==> src/rtl/delay_scheduler_if.sv <==
// delay_scheduler request/grant bundle.
// master = requester side, slave = scheduler side.
interface delay_scheduler_if #(
  parameter int N_REQ   = 4,
  parameter int DELAY_W = 16
);
  logic [N_REQ-1:0]         req;
  logic [N_REQ*DELAY_W-1:0] delay;
  logic [N_REQ-1:0]         grant;
  logic                     busy;
  logic [N_REQ-1:0]         done;
  logic [DELAY_W-1:0]       count;

  modport master (
    output req, delay,
    input  grant, busy, done, count
  );

  modport slave (
    input  req, delay,
    output grant, busy, done, count
  );
endinterface

==> src/rtl/delay_scheduler.sv <==
// Shared one-shot delay counter, granted round-robin
// to N_REQ requesters; done pulses to the owner.
module delay_scheduler #(
  parameter int N_REQ   = 4,
  parameter int DELAY_W = 16
) (
  input  logic               clk,
  input  logic               rst_n,
  delay_scheduler_if.slave   bus
);
  localparam int LW = $clog2(N_REQ);

  typedef enum logic [1:0] {
    IDLE,
    COUNT,
    DONE
  } state_t;

  state_t             state;
  logic [LW-1:0]      last;
  logic [N_REQ-1:0]   grant_q;
  logic [N_REQ-1:0]   done_q;
  logic               busy_q;
  logic [DELAY_W-1:0] count_q;

  logic               found;
  logic [LW-1:0]      win;
  logic [DELAY_W-1:0] win_delay;
  logic [DELAY_W-1:0] load;

  // In DONE, last still holds the finishing owner, so mask it
  always_comb begin
    logic [LW-1:0] cand;
    cand  = '0;
    found = 1'b0;
    win   = last;
    for (int k = 1; k <= N_REQ; k++) begin
      cand = LW'((int'(last) + k) % N_REQ);
      if (!found && bus.req[cand] &&
          !(state == DONE && cand == last)) begin
        found = 1'b1;
        win   = cand;
      end
    end
  end

  assign win_delay =
    bus.delay[int'(win)*DELAY_W +: DELAY_W];
  assign load = (win_delay == '0) ?
    DELAY_W'(1) : win_delay;

  always_ff @(posedge clk or negedge rst_n) begin
    if (!rst_n) begin
      state   <= IDLE;
      last    <= LW'(N_REQ - 1);
      grant_q <= '0;
      done_q  <= '0;
      busy_q  <= 1'b0;
      count_q <= '0;
    end else begin
      unique case (state)
        IDLE, DONE: begin
          done_q <= '0;
          if (found) begin
            state   <= COUNT;
            last    <= win;
            grant_q <= N_REQ'(1) << win;
            busy_q  <= 1'b1;
            count_q <= load;
          end else begin
            state <= IDLE;
          end
        end
        COUNT: begin
          if (count_q > DELAY_W'(1)) begin
            count_q <= count_q - DELAY_W'(1);
          end else begin
            state   <= DONE;
            done_q  <= N_REQ'(1) << last;
            grant_q <= '0;
            busy_q  <= 1'b0;
            count_q <= '0;
          end
        end
        default: state <= IDLE;
      endcase
    end
  end

  assign bus.grant = grant_q;
  assign bus.done  = done_q;
  assign bus.busy  = busy_q;
  assign bus.count = count_q;
endmodule

==> src/flat_wrapper.sv <==
// flat-port wrapper written by rule: the top's interface ports become plain ports
module delay_scheduler_flat 
#(
  parameter int N_REQ   = 4,
  parameter int DELAY_W = 16
)
  (clk, rst_n, bus_req, bus_delay, bus_grant, bus_busy, bus_done, bus_count);
  delay_scheduler_if #(.N_REQ(N_REQ), .DELAY_W(DELAY_W)) bus_i ();
  input  logic clk;
  input  logic rst_n;
  input wire logic [$bits(bus_i.req)-1:0] bus_req;
  input wire logic [$bits(bus_i.delay)-1:0] bus_delay;
  output wire logic [$bits(bus_i.grant)-1:0] bus_grant;
  output wire logic [$bits(bus_i.busy)-1:0] bus_busy;
  output wire logic [$bits(bus_i.done)-1:0] bus_done;
  output wire logic [$bits(bus_i.count)-1:0] bus_count;
  assign bus_i.req = bus_req;
  assign bus_i.delay = bus_delay;
  assign bus_grant = bus_i.grant;
  assign bus_busy = bus_i.busy;
  assign bus_done = bus_i.done;
  assign bus_count = bus_i.count;
  delay_scheduler #(.N_REQ(N_REQ), .DELAY_W(DELAY_W)) u_core (.clk(clk), .rst_n(rst_n), .bus(bus_i));
endmodule
==> config.mk <==
export PLATFORM = sky130hd
export DESIGN_NAME = delay_scheduler_flat
export DESIGN_NICKNAME = d
export VERILOG_FILES = /design/src/rtl/delay_scheduler_if.sv /design/src/rtl/delay_scheduler.sv /design/src/flat_wrapper.sv
export SDC_FILE = /design/constraint.sdc
export NUM_CORES = 1
export LEC_CHECK = 0
export BUFFER_PORTS_ARGS = -buffer_cell sky130_fd_sc_hd__clkbuf_2
export CAP_MARGIN = 5
export CORE_ASPECT_RATIO = 1.1
export CORE_UTILIZATION = 45
export CTS_CLUSTER_DIAMETER = 200
export DETAILED_ROUTE_END_ITERATION = 7
export GPL_ROUTABILITY_DRIVEN = 0
export HOLD_SLACK_MARGIN = 0.12
export PLACE_DENSITY = 0.77
export SYNTH_ARGS = -nofsm -noshare
export SYNTH_HDL_FRONTEND = slang
export SYNTH_SLANG_ARGS = --single-unit
==> constraint.sdc <==
create_clock -name clk -period 2.9 [get_ports clk]
set_input_delay 0.145 -clock clk [delete_from_list [all_inputs] [get_ports clk]]
set_output_delay 0.145 -clock clk [all_outputs]
set_load 0.03 [all_outputs]
After elaboration in Yosys (flattened, before gate mapping)
Index checks and enable logic that the tools add are counted.

Input bits: 70. Logic and storage cells: 84. Output and inout bits: 25. Flip-flop bits (word level): 29.

Equality and inequality tests: 8. Shifts and indexed selects: 3. Add/subtract/negate cells: 5. Reductions and logical operators: 26. Magnitude comparators: 5. Muxes and demuxes: 31.

Operators by type and width (count): $shiftx A64 B7 Y16 (1); $mux W16 (3); $pmux W16 S2 (1); $gt A16 B1 Y1 const B (1); $logic_not A16 Y1 (1); $pmux W4 S2 (2); $sub A16 B1 Y16 const B (1); $lt A2 B3 Y1 const B (4); $mux W4 (3); $logic_and A1 B1 Y1 (11); $mux W1 (11); $mux W2 (5); $bmux W1 S2 (4); $eq A2 B2 Y1 (4); $shl A1 B2 Y4 const A (2); $logic_not A1 Y1 (7); $reduce_and A2 Y1 (3); $add A2 B1 Y2 const B (2); $add A2 B2 Y2 const B (2); $pmux W2 S2 (1); $reduce_and A3 Y1 (1); $eq A2 B1 Y1 const B (1); $eq A2 B2 Y1 const B (1); $logic_not A2 Y1 (1); other kinds (5) (5).

Depth between registers and ports, before layout
Gate-level depths: netlist of run 1.

Depth after elaboration: 23. Gate-level depth with buffers: 13.

Worst setup path before layout of run 1
Ideal clock, no wire load.

Path kind: reg-to-reg. From: reg u_core.last[0]. To: reg u_core.count_q[14] (netlist: u_core.bus.count[14]). Stages on the path, launching flop included: 14. Data arrival time: 2.952 ns. Setup time: 0.138 ns. Path buffers: 4. Setup slack: -0.189 ns. Cells stage by stage: dfstp_2 -> buf_6 -> buf_2 -> inv_1 -> ha_1 -> a311oi_1 -> a211oi_2 -> mux2i_1 -> buf_2 -> buf_4 -> mux2i_1 -> nand2_1 -> o211ai_1 -> o311ai_1.

Cells in the longest elaborated chain, start to end: 23. Elaborated cells between the ends (all ways): 49.

Ends and longest elaborated chain: from (decl) (RTL line delay_scheduler.sv:20) `logic [LW-1:0] last;`; from (signal assigned) (RTL line delay_scheduler.sv:55) `last <= LW'(N_REQ - 1);`; from (signal assigned) (RTL line delay_scheduler.sv:66) `last <= win;`; $add A2 B1 Y2 (RTL line delay_scheduler.sv:38) `cand = LW'((int'(last) + k) % N_REQ);`; $eq A2 B2 Y1 (RTL line delay_scheduler.sv:40) `!(state == DONE && cand == last)) begin`; $logic_and A1 B1 Y1 (RTL line delay_scheduler.sv:40); $logic_not A1 Y1 (RTL line delay_scheduler.sv:40); $logic_and A1 B1 Y1 (RTL line delay_scheduler.sv:39) `if (!found && bus.req[cand] &&`; $mux W1 (RTL line delay_scheduler.sv:39); $logic_not A1 Y1 (RTL line delay_scheduler.sv:39); $logic_and A1 B1 Y1 (2 in a row) (RTL line delay_scheduler.sv:39); [... 5 more ...]; $logic_not A1 Y1 (RTL line delay_scheduler.sv:39); $logic_and A1 B1 Y1 (2 in a row) (RTL line delay_scheduler.sv:39); $mux W2 (RTL line delay_scheduler.sv:39); $shiftx A64 B7 Y16 (RTL line delay_scheduler.sv:48) `bus.delay[int'(win)*DELAY_W +: DELAY_W];`; $logic_not A16 Y1 (RTL line delay_scheduler.sv:49) `assign load = (win_delay == '0) ?`; $mux W16 (RTL line delay_scheduler.sv:49); $mux W16 (RTL line delay_scheduler.sv:64) `if (found) begin`; $pmux W16 S2 (RTL line delay_scheduler.sv:61) `unique case (state)`; to (signal assigned) (RTL line delay_scheduler.sv:69) `count_q <= load;`; to (signal assigned) (RTL line delay_scheduler.sv:76) `count_q <= count_q - DELAY_W'(1);`; to (decl) (RTL line delay_scheduler.sv:24) `logic [DELAY_W-1:0] count_q;`.

Parallel ways exist; a longest one is shown, timed or not. The select of a mux whose other input is x is not followed. A chain may end at the register's enable or synchronous reset.

Final worst setup path of run 1
From: reg u_core.last[0]. To: reg u_core.count_q[0] (netlist: u_core.bus.count[0]).

Same word-level chain as after synthesis.

==> qor.yml, run 1 <==
run_status:
  status: "finished, final reports clean"
sta:
  min_period_ns: 2.80
  skew_ns: 0.00396
  maxSlewViolCount: 0
  worst_pin_slew_ns: 0.724
  final-setup-viol-count: 0
  hold_viol: 0
  clock.fmax_ghz: 0.357
  fin_crit_sh: 0.967
  slew_headroom: 0.518
final_layout:
  final_cell_mix: "94 x clkbuf_2, 27 x dfrtp_1, 25 x nand2_1"
  final_cells: 442
  n_fill_cell: 431
  layout_commonest_cell: "clkbuf_2"
  final_nets: 445
  drive_above_1_share: 0.376
  final_area_um2: 3180
  num_antenna_cells: 0
  area_delta_synth_final_pct: 30.6
placement:
  numPortBuffers: 94
  place_area_um2: 3030
  post-dp-hpwl_mm: 5.29
  dpl.cell_count: 431
clock_tree:
  htreeDepth: 2
  clkSinkCount: 29
  clockBufferDepth: 2
  cts_tree: "done"
  numCtsBuffers: 5
  cts-root-buf: "clkbuf_8"
  insertion_delay_ns: 0.29
  path_clk_slew_ns: 0.07
synth:
  synth_top_area_cell: "dfrtp_1"
  synth.distinct_cells: 53
  synth_fp_nets: 348
  synthTopCellsByArea: "dfrtp_1 28%, mux2i_1 7.8%, mux4_2 7.4%"
  synth-edff-count: 0
  ys.flop_type: "dfrtp_1"
  postSynthAreaPerCell_um2: 8.95
  async_flop_share: 1.00
  synth_warnings: 0
  yosysSeqAreaShare: 0.299
  syn-cell-area_um2: 2430
  ys_ff_latch: 29
  synth_top_area_frac: 0.277
  synthCells: 272
worst_setup_path:
  cp-start-kind: "flop"
  critPathLaunch: "u_core.last[0]$_DFFE_PN1P_"
  critPathArrivalTime_ns: 3.01
  worstPathCellList: "mux4_2 > a211oi_4 > mux2i_4 > mux4_2 > nor4_2 > nand4b_1 > a31oi_1"
  path_class: "reg -> reg"
  cpLargestDelayFamily: "multiplexers"
  max_stage_delay_ns: 0.58
  cp_common_cell: "mux4_2"
  crit_buf_inv: 0
  cp_max_fo: 6
  required_ns: 3.11
  crit_path_top_delay_cell: "dfstp_2"
  end_kind: "flop"
  timing.rr.end: "u_core.bus.count[0]$_DFFE_PN0P_"
  reg2reg_from: "u_core.last[0]$_DFFE_PN1P_"
  endpoint: "u_core.bus.count[0]$_DFFE_PN0P_"
  r2r_cells: 7
  crit_cells: 7
  r2r_slack_ns: 0.1
grt:
  grt_max_degree: 30
  grt_use_total: 0.249
  antenna_found_initial: 0
  overflow: 0
  grt_pass1_wl_mm: 11.2
  grt_pass1_vias: 2387
power:
  p_per_area_nw_per_um2: 532
  power_leakage_nw: 1.44
  ir_drop_mv: 0.308
  power.total_mw: 1.69
drt:
  vias_per_cell: 5.81
  remaining_drc_errors: 0
  first_pass_iters: 5
  route.vias.total: 2569
  antenna_left: 0
  routedWlPerCell_um: 15.7
  drt-initial-drc-count: 180
  drt-total-wl_mm: 6.94
flow_run:
  maxCapViolCount: 0
die:
  die-area_um2: 5710
  core_um2: 5100
  rows: 27
  fp.dieW_um: 72.1
  dieHeight_um: 79.1
  pin_count: 95
  initial_core_util: 0.477
worst_hold_path:
  min_path_type: "in -> reg"
-- cells in the mapped netlist, drive strengths merged, types with 2 or more instances --
cell	number
o21ai	28
dfrtp	27
nand2	25
mux2i	19
a21oi	14
nor2	13
buf	11
nor3	10
nor4	10
inv	9
mux4	9
o211ai	9
clkbuf	8
mux2	8
a31oi	6
ha	6
nor2b	6
nor3b	5
and3	4
nand2b	4
nand3	4
or3	4
o22ai	3
a21o	2
a22oi	2
dfstp	2
nor4bb	2
o21a	2
o2bb2ai	2
o311ai	2
o31ai	2
-- how the worst min path moves through the flow --
stage / startpoint / endpoint / slack, ns / cells past startpoint
after global routing: bus_delay[56] / u_core.bus.count[8]$_DFFE_PN0P_ / 0.29 / 4
after floorplan: rst_n / u_core.bus.busy$_DFFE_PN0P_ / -0.15 / 0
final: bus_delay[50] / u_core.bus.count[2]$_DFFE_PN0P_ / 0.26 / 4
after global placement: rst_n / u_core.bus.done[2]$_DFFE_PN0P_ / 0.23 / 1
after detailed placement: rst_n / u_core.bus.done[2]$_DFFE_PN0P_ / 0.24 / 1
after CTS: bus_delay[50] / u_core.bus.count[2]$_DFFE_PN0P_ / 0.26 / 4
-- power by group --
part | internal (mW) | total, mW | switching [mW] | leakage [nW]
Sequential | 0.469 | 0.547 | 0.0776 | 0.345
Clock | 0.193 | 0.354 | 0.160 | 0.0455
Combinational | 0.346 | 0.791 | 0.445 | 1.05
-- repair_timing --
item,in CTS,in global routing
hold buffers,1,0
setup buffers,0,2
pin swaps,0,1
endpoints found under the hold margin,27,0
gates resized for setup,1,6
endpoints found under the setup margin,2,6
-- registers in the layout (all words and copies together), names as in the netlist --
signal / count
u_core.bus.count: 16
u_core.last: 2
u_core.bus.busy: 1
u_core.bus.grant: 4
u_core.bus.done: 4
u_core.state: 2
-- kinds of logic (layout without fill, tap and decap cells) --
kind of cell,Yosys count,after routing,share of synthesized area
AND/OR/NAND/NOR,92,92,0.201
AO/OA/AOI/OAI,81,81,0.215
multiplexers,36,36,0.200
flip-flops,29,29,0.299
buffers and inverters,28,126,0.0540
adder cells (fa/ha/maj),6,6,0.0308
-- layout make-up --
class	count	area, um2	area share
clock buffer	8	90.1	0.0283
inverter	9	33.8	0.0106
multi-input combinational	215	1620	0.511
sequential	29	728	0.229
tap	72	90.1	0.0283
timing repair buffer	109	614	0.193
-- metrics by stage --
stage          TNS (ns)  setup WS, ns  hold slack, ns   util
4_1_cts               0        0.0311           0.260  0.614
3_5_place_dp    -0.0543       -0.0411           0.241  0.594
6_report              0        0.0968           0.264  0.623
2_1_floorplan         0        0.0431          -0.151      -
3_3_place_gp          0        0.0412           0.229  0.594
5_1_grt         -0.0165       -0.0165           0.293  0.623
-- metal layers --
metal  vias to the layer above  GRT usage  share of wire
li1                       1224          -              -
met1                      1208      0.344           0.42
met2                       123      0.404           0.50
met3                        14     0.0343          0.067
met4                         0     0.0725          0.014
met5                         -          0              0
-- tightest hold or removal path, cell delays in order --
cell and delay [ns]:
clkbuf_2 0.09, mux2_2 0.13, o211ai_1 0.08, o21ai_1 0.07
No activity file was read; power rests on OpenSTA's default activity.
==> inputs of run 2 (changes only) <==
- ABC_CLOCK_PERIOD_IN_PS: unset -> 2900
- PLACE_DENSITY: 0.77 -> unset
- PLACE_DENSITY_LB_ADDON: unset -> 0.2
==> qor.yml, run 2 (synthesis results as in run 1) <==
drt:
  first_pass_iters: 5  # unchanged
  routedWlPerCell_um: 15.6  # -0.95%
  remaining_drc_errors: 0  # unchanged
  route.vias.total: 2551  # -0.70%
  drt-total-wl_mm: 6.95  # +0.17%
  drt-initial-drc-count: 174  # -3.3%
  antenna_left: 0  # unchanged
  vias_per_cell: 5.71  # -1.8%
worst_hold_path:
  hold_end: "u_core.bus.count[7]$_DFFE_PN0P_"
  hold-path-cell-count: 4  # unchanged
  min_from: "bus_delay[23]"
  min_path_type: "in -> reg"
worst_setup_path:
  crit_path_top_delay_cell: "dfstp_2"
  path_class: "reg -> reg"
  cp-start-kind: "flop"
  cp_common_cell: "buf_4"
  r2r_cells: 8  # +1
  end_kind: "flop"
  worstPathCellList: "mux4_2 > a211oi_4 > mux2i_4 > buf_4 > buf_4 > mux2_2 > o211ai_1 > o311ai_1"
  crit_buf_inv: 2  # +2
  cp_max_fo: 8  # +2
  critPathArrivalTime_ns: 3.02  # about the same
  reg2reg_from: "u_core.last[0]$_DFFE_PN1P_"
  required_ns: 3.05  # -0.06 ns
  r2r_slack_ns: 0.03  # -0.07 ns
  max_stage_delay_ns: 0.58  # about the same
  cpLargestDelayFamily: "multiplexers"
  timing.rr.end: "u_core.bus.count[14]$_DFFE_PN0P_"
grt:
  antenna_found_initial: 0  # unchanged
  grt_pass1_wl_mm: 10.8  # -3.6%
  grt_max_degree: 32  # +6.7%
  grt_pass1_vias: 2267  # -5.0%
  overflow: 0  # unchanged
  grt_use_total: 0.244  # -0.00546
power:
  p_clk_frac: 0.186  # -0.023
  seqPwrFrac: 0.315  # -0.008
  p_int_mw: 1.04  # +3.1%
  combPwrFrac: 0.499  # +0.031
  p_per_area_nw_per_um2: 538  # +1.2%
  power_leakage_nw: 1.46  # +1.6%
  swShare: 0.400  # -0.00429
  ir_drop_mv: 0.311  # +1.0%
  switchingPower_mw: 0.692  # +1.3%
final_layout:
  layout_commonest_cell: "clkbuf_2"
  area_delta_synth_final_pct: 32.1
  final_cells: 447  # +1.1%
  largest_reg_flops: 16  # unchanged
  final_cell_mix: "94 x clkbuf_2, 27 x dfrtp_1, 25 x nand2_1"
  final_nets: 450  # +1.1%
  num_antenna_cells: 0  # unchanged
  drive_above_1_share: 0.389  # +0.0137
  post-route-util: 0.631  # +0.00711
die:
  dieHeight_um: 79.1  # unchanged
  fp.dieW_um: 72.1  # unchanged
  pin_count: 95  # unchanged
  die-area_um2: 5710  # unchanged
  initial_core_util: 0.477  # unchanged
  rows: 27  # unchanged
  core_um2: 5100  # unchanged
clock_tree:
  insertion_delay_ns: 0.28  # about the same
  path_clk_slew_ns: 0.07  # about the same
  clkSinkCount: 29  # unchanged
  cts-root-buf: "clkbuf_8"
  htreeDepth: 2  # unchanged
  cts_tree: "done"
  numCtsBuffers: 5  # unchanged
  clockBufferDepth: 2  # unchanged
sta:
  maxSlewViolCount: 0  # unchanged
  rsz0062_at_grt: "yes"
  setup_slack_ns: 0.0305  # -0.0663 ns
  min_period_ns: 2.87  # +0.0663 ns
  final-setup-viol-count: 0  # unchanged
  worst_pin_slew_ns: 0.724  # +0.000474 ns
  hold_viol: 0  # unchanged
  clock.fmax_ghz: 0.348  # -2.3%
  slew_headroom: 0.517  # about the same
  skew_ns: 0.0105  # +0.00655 ns
  fin_crit_sh: 0.989  # +0.0229
placement:
  pre_cts_ws_ns: 0.100  # +0.142 ns
  dpl.cell_count: 430  # -0.23%
  numPortBuffers: 94  # unchanged
  post-dp-hpwl_mm: 5.22  # -1.3%
run_status:
  status: "finished, final reports clean"
flow_run:
  maxCapViolCount: 0  # unchanged
[run 2: worst max path at each step]
stage                                  endpoint                  startpoint  slack, ns  cells after the start
2_1_floorplan   u_core.bus.count[0]$_DFFE_PN0P_  u_core.last[0]$_DFFE_PN1P_       0.04                     11
3_3_place_gp   u_core.bus.count[14]$_DFFE_PN0P_  u_core.last[0]$_DFFE_PN1P_       0.15                      7
3_5_place_dp    u_core.bus.count[0]$_DFFE_PN0P_  u_core.last[0]$_DFFE_PN1P_       0.10                      9
4_1_cts         u_core.bus.count[0]$_DFFE_PN0P_  u_core.last[0]$_DFFE_PN1P_       0.07                      9
5_1_grt         u_core.bus.count[0]$_DFFE_PN0P_  u_core.last[0]$_DFFE_PN1P_      -0.11                      9
6_report       u_core.bus.count[14]$_DFFE_PN0P_  u_core.last[0]$_DFFE_PN1P_       0.03                      8
[run 2: cell type report]
type / instances / area, um2
repair buffers: 114 / 664
well taps: 72 / 90.1
clock buffers: 6 / 72.6
flip-flops and latches: 29 / 728
multi-input cells: 215 / 1620
clock inverters: 2 / 10.0
fillers: 433 / 1880
inverters: 9 / 33.8
[run 2: routing by layer]
metal | GRT usage | part of all wire | up-vias
met4 | 0.0882 | 0.012 | 0
met5 | 0 | 0 | -
met2 | 0.374 | 0.48 | 134
li1 | - | - | 1240
met1 | 0.340 | 0.44 | 1165
met3 | 0.0457 | 0.074 | 12
[run 2: timing repair]
item	4_1_cts	5_1_grt
endpoints found under the setup margin	0	5
buffers inserted	0	6
endpoints found under the hold margin	27	0
resized for setup	0	6
hold buffers	1	0
[run 2: per-stage QoR]
stage / hold WS, ns / area, um2 / setup TNS (ns) / total power [mW]
after global routing: 0.304 / 3220 / -0.372 / 1.83
after global placement: 0.250 / 3020 / 0 / 1.30
after CTS: 0.279 / 3110 / 0 / 1.64
after detailed placement: 0.247 / 3020 / 0 / 1.31
after floorplan: -0.151 / 2460 / 0 / 1.07
final: 0.285 / 3220 / 0 / 1.73
[run 2: worst reg2reg max path, stage by stage, from the launching register on]
cell      delay (ns)
dfstp_2         0.58
mux4_2          0.55
a211oi_4        0.28
mux2i_4         0.37
buf_4           0.16
buf_4           0.14
mux2_2          0.34
o211ai_1        0.20
o311ai_1        0.13
[run 2: power groups by stage]
stage / sequential (mW) / combinational, mW / clock, mW
floorplan: 0.656 / 0.418 / 0
global placement: 0.551 / 0.752 / 0
detailed placement: 0.549 / 0.760 / 0
CTS: 0.543 / 0.762 / 0.330
global route: 0.554 / 0.926 / 0.348
finish: 0.545 / 0.864 / 0.322
==> inputs of run 3 (changes only) <==
--- a/config.mk
+++ b/config.mk
@@ -10,5 +10,6 @@
 export CAP_MARGIN = 5
 export CORE_ASPECT_RATIO = 1.1
-export CORE_UTILIZATION = 45
+export CORE_UTILIZATION = 46
+export CTS_BUF_LIST = sky130_fd_sc_hd__clkbuf_4
 export CTS_CLUSTER_DIAMETER = 200
 export DETAILED_ROUTE_END_ITERATION = 7
==> constraint.sdc (replaced) <==
create_clock -name clk -period 2.9 [get_ports clk]
set_input_delay 0.29 -clock clk [delete_from_list [all_inputs] [get_ports clk]]
set_output_delay 0.29 -clock clk [all_outputs]
set_load 0.05 [all_outputs]
==> qor.yml, run 3 (synthesis results as in run 1) <==
power:
  p_per_area_nw_per_um2: 541  # +0.59%
  power_leakage_nw: 1.46  # -0.32%
  ir_drop_mv: 0.276  # -11%
  power.total_mw: 1.72  # -0.78%
grt:
  antenna_found_initial: 0  # unchanged
  grt_pass1_wl_mm: 11.3  # +4.8%
  grt_pass1_vias: 2451  # +8.1%
  grt_use_total: 0.255  # +0.0119
  overflow: 0  # unchanged
  grt_max_degree: 30  # -6.3%
final_layout:
  final_area_um2: 3170  # -1.4%
  n_fill_cell: 431  # -0.46%
  final_cells: 434  # -2.9%
  final_cell_mix: "94 x clkbuf_2, 27 x dfrtp_1, 25 x nand2_1"
  final_nets: 451  # +0.22%
  area_delta_synth_final_pct: 30.3
  layout_commonest_cell: "clkbuf_2"
  largest_reg_flops: 16  # unchanged
  post-route-util: 0.630  # about the same
  num_antenna_cells: 0  # unchanged
  drive_above_1_share: 0.388  # -0.00104
run_status:
  violations: "design-rule violations"
  status: "complete, but fails checks"
die:
  initial_core_util: 0.484  # +0.00641
  die-area_um2: 5590  # -2.1%
  rows: 27  # unchanged
  dieHeight_um: 78.3  # -1.1%
  core_um2: 5030  # -1.3%
  fp.dieW_um: 71.4  # -1.1%
  pin_count: 95  # unchanged
placement:
  place_area_um2: 3030  # +0.41%
  post-dp-hpwl_mm: 5.53  # +5.9%
  dpl.cell_count: 420  # -2.3%
  numPortBuffers: 94  # unchanged
worst_hold_path:
  hold_end: "u_core.bus.count[8]$_DFFE_PN0P_"
  hold-path-cell-count: 4  # unchanged
  min_from: "bus_delay[24]"
  min_path_type: "in -> reg"
drt:
  vias_per_cell: 6.01  # +5.3%
  drt-total-wl_mm: 7.16  # +3.1%
  route.vias.total: 2607  # +2.2%
  first_pass_iters: 8  # +3
  antenna_left: 0  # unchanged
  routedWlPerCell_um: 16.5  # +6.2%
  drt-initial-drc-count: 198  # +14%
  remaining_drc_errors: 1  # +1
clock_tree:
  cts_tree: "done"
  htreeDepth: 2  # unchanged
  cts-root-buf: "clkbuf_4"
  insertion_delay_ns: 0.34  # +0.06 ns
  clkSinkCount: 29  # unchanged
  numCtsBuffers: 5  # unchanged
  clockBufferDepth: 2  # unchanged
  path_clk_slew_ns: 0.10  # +0.03 ns
sta:
  hold_ws_ns: 0.362  # +0.0763 ns
  rsz0062_at_grt: "yes"
  min_period_ns: 2.83  # -0.0432 ns
  hold_viol: 0  # unchanged
  slew_headroom: 0.505  # -0.0118
  worst_pin_slew_ns: 0.742  # +0.0177 ns
  fin_crit_sh: 0.975  # -0.0149
  maxSlewViolCount: 0  # unchanged
  final-setup-viol-count: 0  # unchanged
  clock.fmax_ghz: 0.354  # +1.5%
  skew_ns: 0.00991  # -0.000605 ns
worst_setup_path:
  path_class: "reg -> reg"
  r2r_cells: 8  # unchanged
  required_ns: 3.11  # +0.06 ns
  cp-start-kind: "flop"
  timing.rr.end: "u_core.bus.count[14]$_DFFE_PN0P_"
  end_kind: "flop"
  r2r_slack_ns: 0.07  # +0.04 ns
  critPathArrivalTime_ns: 3.04  # +0.02 ns
  cp_max_fo: 5  # -3
  reg2reg_from: "u_core.last[0]$_DFFE_PN1P_"
flow_run:
  maxCapViolCount: 0  # unchanged
run 3: changes by cell type in the layout (fill, tap and decap cells not counted), moves of 2 or more:
cell	previous run	this run
buf_6	3	1
buf_4	14	17
clkbuf_8	5	0
clkbuf_4	0	5
clkinv_1	0	2
run 3: how the worst max path moves through the flow:
stage                                             to  slack, ns                       start  cells past startpoint
detailed placement  u_core.bus.count[14]$_DFFE_PN0P_       0.06  u_core.last[0]$_DFFE_PN1P_                      7
CTS                 u_core.bus.count[14]$_DFFE_PN0P_       0.05  u_core.last[0]$_DFFE_PN1P_                      7
floorplan            u_core.bus.count[0]$_DFFE_PN0P_       0.04  u_core.last[0]$_DFFE_PN1P_                     11
global placement     u_core.bus.count[0]$_DFFE_PN0P_        0.1  u_core.last[0]$_DFFE_PN1P_                      7
global route         u_core.bus.count[0]$_DFFE_PN0P_      -0.06  u_core.last[0]$_DFFE_PN1P_                      9
finish              u_core.bus.count[14]$_DFFE_PN0P_       0.07  u_core.last[0]$_DFFE_PN1P_                      8
run 3: metal layers:
metal | wire length, um | vias to the layer above | track usage
met1 | 3050 | 1222 | 0.335
met3 | 476 | 11 | 0.0424
met2 | 3520 | 127 | 0.427
met5 | 0 | - | 0
li1 | - | 1247 | -
met4 | 119 | 0 | 0.0840
run 3: stage by stage:
stage / setup slack, ns / TNS [ns]
floorplan: 0.0431 / 0
global placement: 0.0965 / 0
detailed placement: 0.0607 / 0
CTS: 0.0473 / 0
global route: -0.0638 / -0.0865
finish: 0.0737 / 0
run 3: cell type report:
cell class	count	area, um2	share of cell area
Timing Repair Buffer	115	664	0.209
Clock inverter	3	12.5	0.00394
Multi-Input combinational cell	215	1620	0.512
Clock buffer	5	37.5	0.0118
Sequential cell	29	728	0.229
Inverter	9	33.8	0.0106
Tap cell	58	72.6	0.0229
run 3: worst max-delay path, stage by stage (launching register included):
cell	delay [ns]
dfstp_2	0.62
mux4_2	0.55
a211oi_4	0.23
mux2i_4	0.29
buf_4	0.19
buf_6	0.11
mux2_2	0.32
o211ai_1	0.26
o311ai_1	0.14
run 3: power breakdown:
group          switching (mW)  internal [mW]
Sequential             0.0792          0.469
Combinational           0.548          0.381
Clock                   0.153         0.0875
run 3: repair_timing:
item | in CTS | in global routing
buffers inserted | 0 | 4
endpoints found under the hold margin | 27 | 0
hold buffers | 1 | 0
endpoints found under the setup margin | 0 | 3
resized for setup | 0 | 5
